<file path="config.mk">
export PLATFORM = sky130hd
export DESIGN_NAME = hand_rr_arbiter
export DESIGN_NICKNAME = d
export VERILOG_FILES = /design/src/rtl/hand_pkg.sv /design/src/rtl/rr_pick.sv /design/src/rtl/hand_rr_arbiter.sv
export SDC_FILE = /design/constraint.sdc
export NUM_CORES = 1
export LEC_CHECK = 0
export BUFFER_PORTS_ARGS = -buffer_cell sky130_fd_sc_hd__buf_2
export CELL_PAD_IN_SITES_DETAIL_PLACEMENT = 1
export CELL_PAD_IN_SITES_GLOBAL_PLACEMENT = 2
export CORE_UTILIZATION = 25
export DETAILED_ROUTE_END_ITERATION = 10
export MAX_ROUTING_LAYER = met4
export PLACE_DENSITY_LB_ADDON = 0.1
export SLEW_MARGIN = 10
export SYNTH_ARGS = -nofsm -noshare
export SYNTH_HDL_FRONTEND = slang
export SYNTH_SLANG_ARGS = --single-unit
</file>
<file path="constraint.sdc">
create_clock -name clk -period 3.8 [get_ports clk]
set_clock_uncertainty 0.15 [all_clocks]
set_input_delay 0 -clock clk [delete_from_list [all_inputs] [get_ports clk]]
set_output_delay 0 -clock clk [all_outputs]
set_load 0.005 [all_outputs]
</file>
<file path="src/rtl/hand_pkg.sv">
// Shared helpers for the round-robin arbiter: index width function and source index type.
// Latency: none (types and elaboration-time constants only).
// Backpressure: not applicable.
package hand_pkg;

   // Widest source index the arbiter supports (N up to 16)
   localparam int SRC_W_MAX = 4;

   typedef logic [SRC_W_MAX-1:0] src_idx_t;

   // clog2 with a floor of 1 so a 2-requester arbiter still gets a 1-bit index
   function automatic int idx_w(input int n);
      int w;
      w = 1;
      while ((1 << w) < n) w++;
      return w;
   endfunction

endpackage

</file>
<file path="src/rtl/rr_pick.sv">
// Round-robin pick: first requester at or after ptr, wrapping modulo N.
// Latency: purely combinational.
// Backpressure: none; the caller gates the grant with its load enable.
module rr_pick
   import hand_pkg::*;
#(
   parameter int N  = 4,
   parameter int IW = idx_w(N)
) (
   input  logic [N-1:0]  req,
   input  logic [IW-1:0] ptr,
   output logic          gnt_valid,
   output logic [IW-1:0] gnt_idx
);

   // Two copies back to back let a straight scan from ptr cover the wrap
   logic [2*N-1:0] req_dbl;

   assign req_dbl = {req, req};

   // Scan downward so the lowest offset from ptr is the one left standing
   always_comb begin
      logic [IW:0] pos;
      gnt_valid = 1'b0;
      gnt_idx   = '0;
      pos       = '0;
      for (int j = N - 1; j >= 0; j--) begin
         pos = {1'b0, ptr} + (IW+1)'(j);
         if (req_dbl[pos]) begin
            gnt_valid = 1'b1;
            gnt_idx   = (pos >= (IW+1)'(N)) ? IW'(pos - (IW+1)'(N)) : pos[IW-1:0];
         end
      end
   end

endmodule

</file>
<file path="src/rtl/hand_rr_arbiter.sv">
// N-to-1 round-robin arbiter with a registered output slot; HAND_RR_ARBITER_HOLD_EN enables grant hold.
// Latency: 1 cycle from upstream accept to m_valid; 1 beat/cycle with m_ready high.
// Backpressure: when the slot is full and m_ready is low, all s_ready drop and ptr freezes.
module hand_rr_arbiter
   import hand_pkg::*;
#(
   parameter  int L    = 8,
   parameter  int N    = 4,
   parameter  int HOLD = 4,
   localparam int IW   = idx_w(N)
) (
   input  logic           clk,
   input  logic           rst,
   input  logic [N-1:0]   s_valid,
   input  logic [N*L-1:0] s_data,
   output logic [N-1:0]   s_ready,
   output logic           m_valid,
   output logic [L-1:0]   m_data,
   output logic [IW-1:0]  m_src,
   input  logic           m_ready
);

   logic          load;
   logic          xfer;
   logic          gnt_valid;
   logic [IW-1:0] gnt_idx;
   logic [IW-1:0] nxt_idx;
   logic [IW-1:0] ptr;
   logic [L-1:0]  sel_data;

   // Slot can take a new beat when empty or draining this cycle
   assign load = !m_valid || m_ready;

   rr_pick #(
      .N  (N),
      .IW (IW)
   ) u_pick (
      .req       (s_valid),
      .ptr       (ptr),
      .gnt_valid (gnt_valid),
      .gnt_idx   (gnt_idx)
   );

   // Decode the grant into a one-hot ready and select the granted data lane
   always_comb begin
      s_ready  = '0;
      sel_data = '0;
      for (int i = 0; i < N; i++) begin
         if (gnt_idx == IW'(i)) begin
            sel_data   = s_data[i*L +: L];
            s_ready[i] = rst && load && gnt_valid && s_valid[i];
         end
      end
   end

   assign xfer    = |s_ready;
   assign nxt_idx = (gnt_idx == IW'(N - 1)) ? '0 : gnt_idx + 1'b1;

   // Output slot: load on accept, empty when nothing is accepted, hold when stalled
   always_ff @(posedge clk or negedge rst) begin
      if (!rst) begin
         m_valid <= 1'b0;
         m_data  <= '0;
         m_src   <= '0;
      end else if (load) begin
         m_valid <= xfer;
         if (xfer) begin
            m_data <= sel_data;
            m_src  <= gnt_idx;
         end
      end
   end

`ifdef HAND_RR_ARBITER_HOLD_EN
   localparam int HW = idx_w(HOLD + 1);

   logic [HW-1:0] hcnt;
   logic [HW-1:0] run;
   logic          ptr_vld;
   logic [IW-1:0] ptr_nxt;

   // Is the requester currently holding the pointer still asking?
   always_comb begin
      ptr_vld = 1'b0;
      for (int i = 0; i < N; i++) begin
         if (ptr == IW'(i)) ptr_vld = s_valid[i];
      end
   end

   // Beats in the current run including this one; a new owner starts at 1
   assign run     = (gnt_idx == ptr) ? hcnt + 1'b1 : HW'(1);
   assign ptr_nxt = (ptr == IW'(N - 1)) ? '0 : ptr + 1'b1;

   // Keep ptr on the owner until its run reaches HOLD beats or it drops valid
   always_ff @(posedge clk or negedge rst) begin
      if (!rst) begin
         ptr  <= '0;
         hcnt <= '0;
      end else if (xfer) begin
         if (run >= HW'(HOLD)) begin
            ptr  <= nxt_idx;
            hcnt <= '0;
         end else begin
            ptr  <= gnt_idx;
            hcnt <= run;
         end
      end else if ((hcnt != '0) && !ptr_vld) begin
         ptr  <= ptr_nxt;
         hcnt <= '0;
      end
   end
`else
   // HOLD only sizes the hold counter; this empty guard keeps it referenced in both builds
   if (HOLD < 1) begin : g_hold_range
   end

   // Plain round robin: step past whoever was just served
   always_ff @(posedge clk or negedge rst) begin
      if (!rst) begin
         ptr <= '0;
      end else if (xfer) begin
         ptr <= nxt_idx;
      end
   end
`endif

endmodule

</file>
==> Flow_metrics.wiki <==
{| class="wikitable"
! Metric !! Value
|-
| Site row count || 23
|-
| Minimum clock period || roughly 3400 ps
|-
| Max clock buf depth || 2
|-
| Number of gates given a new drive strength after cts || 0
|-
| Via/cell ratio || around 4.7
|-
| Outcome || complete, no violations
|-
| Main combinational cell family by area after synthesis || compound AO/OA/AOI/OAI gates
|-
| Gr usage total || 15.1%
|-
| Wire length per cell || roughly 14 um
|-
| Number of clock sinks || 13
|-
| Pin count of the biggest net entering global routing || 17
|-
| GPL Wtd Cong || roughly 0.75
|-
| Fraction of registers with async set/reset || between 90% and 100%
|-
| Width of the die || 66.8 um
|-
| Count of cells along the worst register-to-register path || 10
|-
| Remaining Overflow, GRT || 0
|-
| Initial cell density of the core || a little over a quarter
|-
| Layout Area Growth over Synthesis || 43.9%
|-
| Finished Layout Cells || around 220
|-
| Crit path kind || reg -> reg
|-
| Post-synthesis area per instance || around 9.9 um2
|-
| Share of post-route cells with drive strength above 1 || between 40 and 50%
|-
| Total area of multi-input combinational cells || about 670 um2
|-
| Peak fanout along the critical path || 13
|-
| Count of H-tree levels built during CTS || 1
|-
| Initial antenna violation count || 0
|-
| Crit path required time || about 3800 ps
|-
| DRC violation count after routing || 0
|-
| Part of the Yosys area used for sequential elements || roughly 31%
|-
| Hold crit path type || in -> async
|-
| Die Footprint || between 4000 and 5000 um2
|-
| Post-Route Hold Slack || 28.5 ps
|-
| Adder-cell share of the synthesized area || 5.97%
|-
| Total count of hold-check failures in the final report || 0
|-
| Distinct cell type count of the synthesized netlist || 34
|-
| Fraction of synthesized area in multiplexers || between 15 and 20%
|-
| Number of global-route vias before repair || a little over 1000
|-
| Syn Std Cell Area || 1050 um2
|-
| Number of nets with antenna violations after detailed routing || 0
|-
| First-pass GRT wire length || 4870 um
|-
| Port buffer count || 53
|-
| Post-synthesis xor/xnor area fraction || 0%
|-
| Total Wirelength || just over 3000 um
|-
| First-pass DRT Iterations || 4
|-
| Final period utilization || between 90% and 100%
|-
| CP Capture Type || flop
|-
| Clock transition at the register clock pins on the worst setup and hold paths after CTS || ~50 ps
|-
| Worst-Skew Late Latency || ~240 ps
|-
| CTS tree || yes
|-
| Number of DRC markers in iteration 0 || 24
|-
| Simple-Gate Fraction of Synth Area || 17.2%
|-
| Slew at the pin with the worst max-slew slack || about 620 ps
|-
| Diode count || 0
|-
| Total of endpoints with negative setup slack in the final report || 0
|-
| Number of storage elements in the synthesis netlist || 13
|-
| Maximum frequency from static timing analysis || 0.291 GHz
|-
| Post-Syn Nets || 150
|-
| Overall die height || around 67 um
|-
| Crit Reg-Reg Startpoint || ptr[0]
|-
| Max-cap violation count || 0
|-
| Startpoint of the worst setup timing path || ptr[0]
|-
| RSZ-0062 raised after global routing || false
|-
| Area fraction in compound gates after synthesis || between 20% and 30%
|-
| Peak supply drop || around 0.33 mV
|-
| I/O pin cnt || 54
|-
| Number of buffers added by the clock tree synthesis step || 3
|-
| Launching element type of the critical path || flop
|-
| Register Area || around 330 um2
|-
| Max-slew violation total from the final report || 0
|-
| Ys flop type || sky130_fd_sc_hd__dfrtp_1
|-
| Filler Cells Inserted || between 400 and 500
|-
| Leakage power || 0.730 nW
|-
| Number of cells produced by synthesis || 106
|-
| Worst slew margin || between 50% and 60%
|-
| # nets final || 216
|-
| Vias post-DR || approximately 1000
|-
| Number of warning messages in the yosys log || 0
|-
| Count of flip-flops with a built-in enable after synthesis || 0
|-
| DP Cell Count || about 210
|-
| DP HPWL || roughly 2400 um
|-
| CTS Root Buffer Type || sky130_fd_sc_hd__clkbuf_8
|-
| Power density over the cells || 813 nW/um2
|-
| Arr. time, crit path || about 3400 ps
|-
| Setup TNS Final || 0 ps
|-
| Area of the core || roughly 4000 um2
|}
## cells in the final DEF, fill, tap and decap left out, drive strengths merged, types with 2 or more instances in the layout
cell and instances:
o21ai 2, nand2 14, mux2 12, a221oi 7, a211oi 2, buf 57, nor2 9, o31ai 7
ha 5, clkbuf 4, o21bai 2, a21oi 2, inv 4, a311oi 2, dlygate4sd3 10, nor2b 8
dfrtp 13
## through the flow
stage | total power, mW | setup slack [ps] | instance area [um2] | utilization [%]
floorplan | 0.887 | 545 | 1050 | -
global placement | 1.10 | 421 | 1360 | 34.1
detailed placement | 1.11 | 376 | 1360 | 34.1
CTS | 1.25 | 351 | 1510 | 37.7
global route | 1.35 | 57.5 | 1510 | 37.7
finish | 1.23 | 365 | 1510 | 37.7
## cells in the mapped netlist, types with 2 or more instances
| cell type | number | share of area, % |
|---|---|---|
| sky130_fd_sc_hd__dfrtp_1 | 13 | 31 |
| sky130_fd_sc_hd__nand2_1 | 13 | 4.7 |
| sky130_fd_sc_hd__mux2_4 | 9 | 13 |
| sky130_fd_sc_hd__nor2_1 | 9 | 3.2 |
| sky130_fd_sc_hd__nor2b_1 | 8 | 4.8 |
| sky130_fd_sc_hd__a221oi_1 | 7 | 5.8 |
| sky130_fd_sc_hd__o31ai_1 | 7 | 5.0 |
| sky130_fd_sc_hd__ha_1 | 5 | 6.0 |
| sky130_fd_sc_hd__inv_1 | 3 | 1.1 |
| sky130_fd_sc_hd__mux2_2 | 3 | 3.2 |
| sky130_fd_sc_hd__a211oi_1 | 2 | 1.4 |
| sky130_fd_sc_hd__a21oi_1 | 2 | 0.95 |
| sky130_fd_sc_hd__buf_6 | 2 | 2.1 |
| sky130_fd_sc_hd__clkbuf_1 | 2 | 0.72 |
| sky130_fd_sc_hd__o21bai_1 | 2 | 1.4 |
## power breakdown
group	switching, mW	internal [mW]	total, mW
sequential	0.0538	0.208	0.262
clock	0.0469	0.0739	0.121
combinational	0.402	0.442	0.844
total	0.503	0.724	1.23
## cell families after synthesis
kind of cell               after synthesis
buffers and inverters                   10
AOI/OAI and AO/OA                       29
muxes                                   13
and+or+nand+nor                         36
DFF                                     13
adders and majority gates                5
## state kept, by name (all words and copies together) (netlist names)
register,count
ptr,2
m_src,2
m_valid,1
m_data,8
## final timing paths
kind                             end  slack (ps)
max                        m_data[7]         360
min                          m_valid          30
max reg2reg                m_data[7]         360
min reg2reg                m_data[2]         360
max in group asynchronous  m_data[6]        3240
min in group clk           m_data[6]          60
## metal layers
metal | global-route usage [%] | vias up | wire length (um)
met5 | - | - | 0
met4 | 2.39 | 0 | 13
met2 | 22.3 | 28 | 1390
li1 | - | 524 | -
met3 | 3.60 | 2 | 135
met1 | 21.1 | 493 | 1530
## cell type report
class                           count  share of cell area [%]
Tap cell                           50                    4.15
Clock buffer                        4                    2.99
Timing Repair Buffer               67                    26.2
Sequential cell                    13                    21.6
Inverter                            4                   0.995
Multi-Input combinational cell     83                    44.1
## worst max-delay path, stage by stage, from the launching register on
cell and delay, ps:
sky130_fd_sc_hd__dfrtp_1 480, sky130_fd_sc_hd__ha_1 430, sky130_fd_sc_hd__or4b_1 530, sky130_fd_sc_hd__o2111a_1 180
sky130_fd_sc_hd__o22ai_4 160, sky130_fd_sc_hd__ha_1 230, sky130_fd_sc_hd__nand2_2 70, sky130_fd_sc_hd__and2_4 160
sky130_fd_sc_hd__a311oi_2 260, sky130_fd_sc_hd__buf_4 300, sky130_fd_sc_hd__mux2_2 360
## timing repair
action / 4_1_cts / 5_1_grt
setup buffers: 0 / 0
hold endpoints to repair: 22 / 0
hold buffers: 10 / 0
Power figures use the tool's default switching activity.
